<file path="config.mk">
export PLATFORM = sky130hd
export DESIGN_NAME = jam_cost_arb
export DESIGN_NICKNAME = d
export VERILOG_FILES = /design/src/rtl/jam_pkg.sv /design/src/rtl/jam_rr_pick.sv /design/src/rtl/jam_cost_arb.sv
export SDC_FILE = /design/constraint.sdc
export NUM_CORES = 1
export LEC_CHECK = 0
export ABC_AREA = 0
export CAP_MARGIN = 20
export CORE_ASPECT_RATIO = 1.2
export CORE_MARGIN = 4
export CORE_UTILIZATION = 38
export CTS_CLUSTER_SIZE = 20
export DETAILED_ROUTE_END_ITERATION = 10
export PLACE_DENSITY = 0.75
export SLEW_MARGIN = 5
export SYNTH_ARGS = -nofsm -noshare
export SYNTH_HDL_FRONTEND = slang
export SYNTH_SLANG_ARGS = --single-unit
</file>
<file path="constraint.sdc">
create_clock -name CLK -period 1.3 [get_ports CLK]
set_input_delay 0.13 -clock CLK [delete_from_list [all_inputs] [get_ports CLK]]
set_output_delay 0.13 -clock CLK [all_outputs]
set_load 0.05 [all_outputs]
</file>
<file path="src/rtl/jam_pkg.sv">
// Shared definitions for the job-assignment cost-ROM arbiter.
package jam_pkg;

  localparam int unsigned W_IDX       = 3;
  localparam int unsigned W_COST      = 7;
  localparam int unsigned W_SUM       = 10;
  localparam int unsigned NUM_WORKERS = 8;
  // Pointer / engine index width; covers NREQ up to 4.
  localparam int unsigned W_PTR       = 2;

  typedef enum logic {
    ARB  = 1'b0,
    LOCK = 1'b1
  } arb_state_e;

  // Next index in round-robin order, wrapping at n.
  function automatic logic [W_PTR-1:0] rr_next(input logic [W_PTR-1:0] idx,
                                               input int unsigned n);
    if (32'(idx) == n - 1) return '0;
    return idx + 1'b1;
  endfunction

endpackage

</file>
<file path="src/rtl/jam_rr_pick.sv">
// Combinational round-robin pick: first valid & mask bit at or after ptr_i
// (mod N) wins; the result is one-hot, or zero when nothing qualifies.
module jam_rr_pick
  import jam_pkg::*;
#(
  parameter int unsigned N = 2
) (
  input  logic [N-1:0]     valid_i,
  input  logic [W_PTR-1:0] ptr_i,
  input  logic [N-1:0]     mask_i,
  output logic [N-1:0]     grant_o
);

  logic [N-1:0]   cand;
  logic [2*N-1:0] rot;
  logic           found;

  // Rotate the candidate vector so ptr_i lands at bit 0, then take the first hit.
  always_comb begin
    grant_o = '0;
    found   = 1'b0;
    cand    = valid_i & mask_i;
    rot     = {cand, cand} >> ptr_i;
    for (int unsigned k = 0; k < N; k++) begin
      if (!found && rot[k]) begin
        found   = 1'b1;
        grant_o = N'(1) << ((32'(ptr_i) + k) % N);
      end
    end
  end

endmodule

</file>
<file path="src/rtl/jam_cost_arb.sv">
// Round-robin arbiter sharing the cost-ROM read port among NREQ engines.
// Optional port lock is enabled by defining JAM_ARB_LOCK_EN.
module jam_cost_arb
  import jam_pkg::*;
#(
  parameter int unsigned NREQ     = 2,
  parameter int unsigned LOCK_MAX = 16
) (
  input  logic                   CLK,
  input  logic                   RST,
  input  logic [NREQ-1:0]        req_valid,
  input  logic [W_IDX*NREQ-1:0]  req_w,
  input  logic [W_IDX*NREQ-1:0]  req_j,
  input  logic [NREQ-1:0]        req_lock,
  output logic [NREQ-1:0]        req_ready,
  output logic [W_IDX-1:0]       W,
  output logic [W_IDX-1:0]       J,
  input  logic [W_COST-1:0]      Cost,
  output logic [NREQ-1:0]        rsp_valid,
  output logic [W_COST-1:0]      rsp_cost
);

  logic [W_PTR-1:0]  ptr_q, ptr_d;
  logic [W_PTR-1:0]  pick_ptr;
  logic [NREQ-1:0]   pick_mask;
  logic [NREQ-1:0]   grant;
  logic              accept;
  logic [W_PTR-1:0]  acc_idx;
  logic [W_IDX-1:0]  sel_w, sel_j;
  logic              sel_lock;

  logic [W_IDX-1:0]  w_q, j_q;
  logic [W_PTR-1:0]  tag_q;
  logic              inflight_q;
  logic [NREQ-1:0]   rsp_valid_q;
  logic [W_COST-1:0] rsp_cost_q;

`ifdef JAM_ARB_LOCK_EN
  arb_state_e        state_q, state_d;
  logic [W_PTR-1:0]  owner_q, owner_d;
  logic [4:0]        lock_cnt_q, lock_cnt_d;
  logic              owner_lock;
`else
  logic              lock_unused;
  assign lock_unused = ^req_lock;
`endif

  jam_rr_pick #(.N(NREQ)) u_pick (
    .valid_i (req_valid),
    .ptr_i   (pick_ptr),
    .mask_i  (pick_mask),
    .grant_o (grant)
  );

  assign req_ready = grant;
  assign accept    = |grant;

  // While locked only the owner competes; otherwise everyone from ptr onwards.
  always_comb begin
    pick_mask = '1;
    pick_ptr  = ptr_q;
`ifdef JAM_ARB_LOCK_EN
    if (state_q == LOCK) begin
      pick_mask = NREQ'(1) << owner_q;
      pick_ptr  = owner_q;
    end
`endif
  end

  // Mux the granted engine's request fields.
  always_comb begin
    acc_idx  = '0;
    sel_w    = '0;
    sel_j    = '0;
    sel_lock = 1'b0;
    for (int unsigned k = 0; k < NREQ; k++) begin
      if (grant[k]) begin
        acc_idx  = W_PTR'(k);
        sel_w    = req_w[W_IDX*k +: W_IDX];
        sel_j    = req_j[W_IDX*k +: W_IDX];
        sel_lock = req_lock[k];
      end
    end
  end

`ifdef JAM_ARB_LOCK_EN
  assign owner_lock = |(req_lock & (NREQ'(1) << owner_q));

  // Arbiter state, pointer, lock owner and grant count registers.
  always_ff @(posedge CLK or posedge RST) begin
    if (RST) begin
      state_q    <= ARB;
      ptr_q      <= '0;
      owner_q    <= '0;
      lock_cnt_q <= '0;
    end else begin
      state_q    <= state_d;
      ptr_q      <= ptr_d;
      owner_q    <= owner_d;
      lock_cnt_q <= lock_cnt_d;
    end
  end

  // Next-state: enter lock on a locking accept, leave on release or count limit.
  always_comb begin
    state_d    = state_q;
    ptr_d      = ptr_q;
    owner_d    = owner_q;
    lock_cnt_d = lock_cnt_q;
    unique case (state_q)
      ARB: begin
        if (accept) begin
          ptr_d = rr_next(acc_idx, NREQ);
          if (sel_lock) begin
            state_d    = LOCK;
            owner_d    = acc_idx;
            lock_cnt_d = 5'd1;
          end
        end
      end
      LOCK: begin
        if (accept) begin
          if (!owner_lock || (lock_cnt_q + 5'd1) == 5'(LOCK_MAX)) begin
            state_d    = ARB;
            ptr_d      = rr_next(owner_q, NREQ);
            lock_cnt_d = '0;
          end else begin
            lock_cnt_d = lock_cnt_q + 5'd1;
          end
        end
      end
      default: state_d = ARB;
    endcase
  end
`else
  // Pure round-robin pointer register.
  always_ff @(posedge CLK or posedge RST) begin
    if (RST) ptr_q <= '0;
    else     ptr_q <= ptr_d;
  end

  // Pointer moves past each accepted engine.
  always_comb begin
    ptr_d = ptr_q;
    if (accept) ptr_d = rr_next(acc_idx, NREQ);
  end
`endif

  // ROM address stage: latch the accepted lookup and remember who asked.
  always_ff @(posedge CLK or posedge RST) begin
    if (RST) begin
      w_q        <= '0;
      j_q        <= '0;
      tag_q      <= '0;
      inflight_q <= 1'b0;
    end else begin
      inflight_q <= accept;
      if (accept) begin
        w_q   <= sel_w;
        j_q   <= sel_j;
        tag_q <= acc_idx;
      end
    end
  end

  // Response stage: capture ROM data and strobe the requesting engine.
  always_ff @(posedge CLK or posedge RST) begin
    if (RST) begin
      rsp_valid_q <= '0;
      rsp_cost_q  <= '0;
    end else if (inflight_q) begin
      rsp_valid_q <= NREQ'(1) << tag_q;
      rsp_cost_q  <= Cost;
    end else begin
      rsp_valid_q <= '0;
    end
  end

  assign W         = w_q;
  assign J         = j_q;
  assign rsp_valid = rsp_valid_q;
  assign rsp_cost  = rsp_cost_q;

endmodule

</file>
# After elaboration in Yosys (flattened, before gate mapping)
# Index checks and enable logic that the tools add are counted.
# op_classes
n_addsub,2
n_eq_ne,1
shift,4
mux,13
n_reduce_logical,3
# ops
op,count
3-bit 2-to-1 mux,4
2-bit 2-to-1 mux,5
1-bit 2-to-1 mux,4
"1-bit by 1-bit << shifter with 2-bit output, first input constant",2
4-bit by 2-bit right shift with 2-bit output,1
"2-bit by 1-bit adder with 2-bit output, second input constant",1
"2-bit by 1-bit equality test with 1-bit output, second input constant",1
2-bit OR reduction,1
"1-bit by 2-bit << shifter with 2-bit output, first input constant",1
"1-bit adder, second input constant",1
1-bit logical AND,1
1-bit logical NOT,1
# word_totals
ff_bits,20

# Logic depth before layout (Yosys ltp)
# depth
ltp_word,10
depth_mapped,4
ltp_nobuf,3

# By module
# From an unflattened synthesis, not the netlist that was laid out.
# unflattened
hier_cells,60
area_unflattened_um2,777.0
# by_module_without_submodules
module,n_inst,cells_per_inst,area_per_inst_um2,seq_area_each_um2
jam_cost_arb,1,56,747.0,450.4
jam_rr_pick,1,4,30.0,0.0

# Least setup slack after synthesis
# Ideal clock, no wire load.
# synth_path
path_type,register to output
start,register ptr_q[0] (netlist: pick_ptr[0])
end,output req_ready[0]
arrival_time_ns,1.185
setup_slack_ns,-0.015
stages_incl_launch_ff,2
n_path_buf,0
path_cell_list,dfrtp_1 a21oi_1
# synth_via
elab_chain_cells,5
# synth_lines
item,line_no,source
start: declaration,jam_cost_arb.sv:23,"logic [W_PTR-1:0] ptr_q, ptr_d;"
start signal: assignment,jam_cost_arb.sv:139,else ptr_q <= ptr_d;
4-bit by 2-bit right shift with 2-bit output,jam_rr_pick.sv:23,"rot = {cand, cand} >> ptr_i;"
1-bit 2-to-1 mux,jam_rr_pick.sv:25,if (!found && rot[k]) begin
1-bit logical NOT,jam_rr_pick.sv:25,
1-bit logical AND,jam_rr_pick.sv:25,
2-bit 2-to-1 mux *,jam_rr_pick.sv:25,
end: declaration,jam_cost_arb.sv:15,"output logic [NREQ-1:0] req_ready,"
# Every way passes the cells marked *; elsewhere a longest branch is shown, timed or not.

# Worst setup path after layout
# layout_path
start,register ptr_q[0] (netlist: pick_ptr[0])
end,output req_ready[1]
# Same word-level chain as after synthesis.

==> impl_summary.txt <==
----------------------------------------------------
[Critical path]
  Data arrival time of the critical path ... approximately 1.2 ns
  Endpoint of the worst register-to-register path ... J[1]$_DFFE_PP0P_
  Max FO, Critical Path ... 3
  Critical Path Sink Type ... primary output
  WS Path Type ... flop to primary output
  Crit path launch type ... flop
  Critical Path RT ... 1.17 ns
  Path depth of the worst reg2reg path ... 6
  Worst reg-to-reg setup slack ... around 0.090 ns
  Worst R2R Start ... pick_ptr[0]$_DFFE_PP0P_

[STA]
  Final Setup Violations ... 0
  Layout Skew ... around 0.0018 ns
  Worst slew margin relative to its limit ... 0.794
  Post-route worst hold slack ... between 0.15 and 0.2 ns
  Maximum frequency from static timing analysis ... 776 MHz
  RSZ-0062 raised after global routing ... true
  Count of final hold-check violations ... 0
  Measured slew at the worst slew-check pin ... just over 0.3 ns
  Max Transition Viols Final ... 0
  Crit share post-route ... 0.991
  Clock period minus worst slack ... about 1.3 ns

[Die]
  Area of the die ... between 2000 and 3000 sq um
  Width of the chip ... around 50 um
  Vert. Die Dim ... 58.4 um
  Core region area ... 2050 sq um
  IO Pins ... 42
  Initial Util ... 0.393
  Row count ... 18

[GRT]
  Most utilized layer in the global route result ... met2
  Wire length of the first global-routing pass ... around 3200 um
  Via count of the first global-routing pass ... about 730
  Met1 GRT Util ... 0.163
  Maximum number of pins on one net before global-route repair ... 19
  Total global-route track usage ... 0.143
  Remaining global-route overflow ... 0
  Met2 capacity usage during global routing ... 0.254
  GR Layer Usage met3 ... 0.0430
  Antenna violations before repair ... 0

[Clock tree]
  Deepest clock path buffer count ... 2
  Num CTS Buffers ... 3
  Root Driver ... clkbuf_4
  Clock-pin slew on the worst setup and hold paths ... 0.10 ns
  H-tree Lvls ... 1
  Later-pin clock latency in the skew report ... about 0.28 ns
  Clock net sink count ... 18
  Clock tree from TritonCTS ... done

[Routing]
  Total Routed Length ... 2020 um
  Vias ... approximately 690
  WL/cell ... between 10 and 15 um
  DRC marker count from the first detailed-route iteration ... 10
  Total iterations of the first detailed-routing run ... 4
  DRC violations left ... 0
  Antenna-violating nets left ... 0
  Vias per Instance ... 4.72

[Logic synthesis]
  Adder and majority gate portion of the synthesized area ... 0
  Fraction of the mapped netlist area in simple logic gates ... 0.113
  Count of different cell masters after synthesis ... 19
  Main combinational cell family by area after synthesis ... multiplexers
  Synth top area share ... 0.559
  Post-Syn Instances ... 64
  Area fraction in compound gates after synthesis ... 0.106
  Combined area of all synthesized cells ... just over 800 sq um
  Post-Synthesis Net Count ... 89
  Total number of yosys warnings ... 0
  Largest area contributor in the synthesized netlist ... dfrtp_1
  Proportion of synthesized area in mux cells ... 0.172
  Syn Area/Cell ... between 10 and 15 sq um
  Biggest area contributors in the synthesized netlist ... dfrtp_1 56%, mux2_2 9.8%, mux2i_1 7.5%
  Fraction of synthesized cell area in xor and xnor cells ... 0
  Number of synthesized register bits ... 18
  Sequential share of the synthesized area ... 0.559

[Finish]
  Most frequent standard cell in the layout excluding fill and tap cells ... clkdlybuf4s50_1
  Filler cell count ... 142
  Area Overhead vs Synth ... 90.4%
  Nets ... ~140
  Ant. Diodes ... 0
  Fraction of layout cells with a size suffix above 1 ... 0.422
  Util after Layout ... 0.748
  Most frequent cells in the layout ... 21 x clkdlybuf4s50_1, 18 x dfrtp_1, 17 x buf_12

[Power and ir drop]
  Portion of total power attributed to the clock network ... 0.190
  Share of total power in combinational logic ... 0.417
  Power density over the cells ... between 1000 and 1500 nW/um^2
  Relative contribution of sequential cells to total power ... 0.393
  Net Sw Frac ... 0.321
  Power spent charging and discharging nets ... ~560 uW
  Power Internal ... 1.19 mW
  Static Leak ... around 0.71 nW
  Largest voltage drop on the vdd net ... approximately 0.66 mV

[Worst hold path]
  Kind of path behind the tightest hold check ... input pin to async pin

[Placement]
  Detailed placement HPWL ... roughly 1500 um
  Port Buf Inserts ... 39
  Placer's final routability congestion estimate ... between 0.7 and 0.8

[Run status]
  Result of the run ... completed

[Flow run]
  Count of maximum capacitance violations ... 0

----------------------------------------------------
-- stage by stage --
stage	setup TNS (ns)	instance area, sq um	power [mW]	std cells	setup WS [ns]
2_1_floorplan	0	810	0.995	64	0.118
3_3_place_gp	-0.0361	1450	1.37	138	-0.0136
3_5_place_dp	-0.255	1450	1.39	138	-0.0595
4_1_cts	-0.00376	1500	1.74	142	-0.00376
5_1_grt	-0.0926	1530	1.82	146	-0.0447
6_report	0	1530	1.74	146	0.0117
-- worst max-delay path by stage --
stage | startpoint | to | slack [ns] | cells past startpoint
floorplan | pick_ptr[0]$_DFFE_PP0P_ | tag_q[0]$_DFFE_PP0P_ | 0.12 | 4
global placement | req_valid[0] | J[1]$_DFFE_PP0P_ | -0.01 | 5
detailed placement | req_valid[0] | W[0]$_DFFE_PP0P_ | -0.06 | 5
CTS | pick_ptr[0]$_DFFE_PP0P_ | req_ready[1] | -0.004 | 3
global route | pick_ptr[0]$_DFFE_PP0P_ | req_ready[1] | -0.04 | 3
finish | pick_ptr[0]$_DFFE_PP0P_ | req_ready[1] | 0.01 | 3
-- power groups by stage --
| stage | clock (mW) | sequential, mW | combinational (mW) |
|---|---|---|---|
| 5_1_grt | 0.367 | 0.694 | 0.761 |
| 3_3_place_gp | 0 | 0.693 | 0.680 |
| 3_5_place_dp | 0 | 0.695 | 0.692 |
| 6_report | 0.331 | 0.686 | 0.728 |
| 2_1_floorplan | 0 | 0.846 | 0.149 |
| 4_1_cts | 0.354 | 0.687 | 0.703 |
-- worst max-delay path, cell delays in order (launching register included) --
cell and delay, ns:
dfrtp_1 0.41, nand2b_4 0.16, and2_4 0.17, buf_12 0.14
-- synthesized netlist by cell type --
library cell  count
dfrtp_1          18
mux2_2            7
a31oi_1           6
mux2i_1           6
o21ai_1           6
and3b_2           4
inv_1             3
and3b_1           2
buf_2             2
a21o_1            1
a21oi_1           1
and2_1            1
and2_4            1
buf_4             1
buf_6             1
nand2b_1          1
nor2b_1           1
o21ai_0           1
or2_2             1
-- logic make-up after synthesis --
group,Yosys count
compound gates,15
flops,18
buf+inv,7
simple gates,11
mux,13
-- flip-flops by register name, indices dropped and copies added (netlist names) --
name	flops
rsp_cost	7
J	3
W	3
rsp_valid	2
inflight_q	1
pick_ptr	1
tag_q	1
-- metal layers --
| metal | up-vias | wire, um |
|---|---|---|
| met1 | 320 | 774 |
| met2 | 35 | 1070 |
| met4 | 0 | 4 |
| met5 | - | 0 |
| met3 | 2 | 165 |
| li1 | 332 | - |
-- cell type report --
cell class,count,area (sq um),area share
flip-flops and latches,18,450,0.294
multi-input cells,39,334,0.218
inverters,3,11.3,0.00734
well taps,30,37.5,0.0245
clock buffers,4,36.3,0.0237
repair buffers,52,664,0.433
-- what timing repair did --
item / CTS / global route
hold buffers: 0 / 0
setup endpoints to repair: 2 / 2
buffers inserted: 0 / 4
resized for setup: 2 / 2
pin swaps: 0 / 1
No activity file was read; power rests on OpenSTA's default activity.
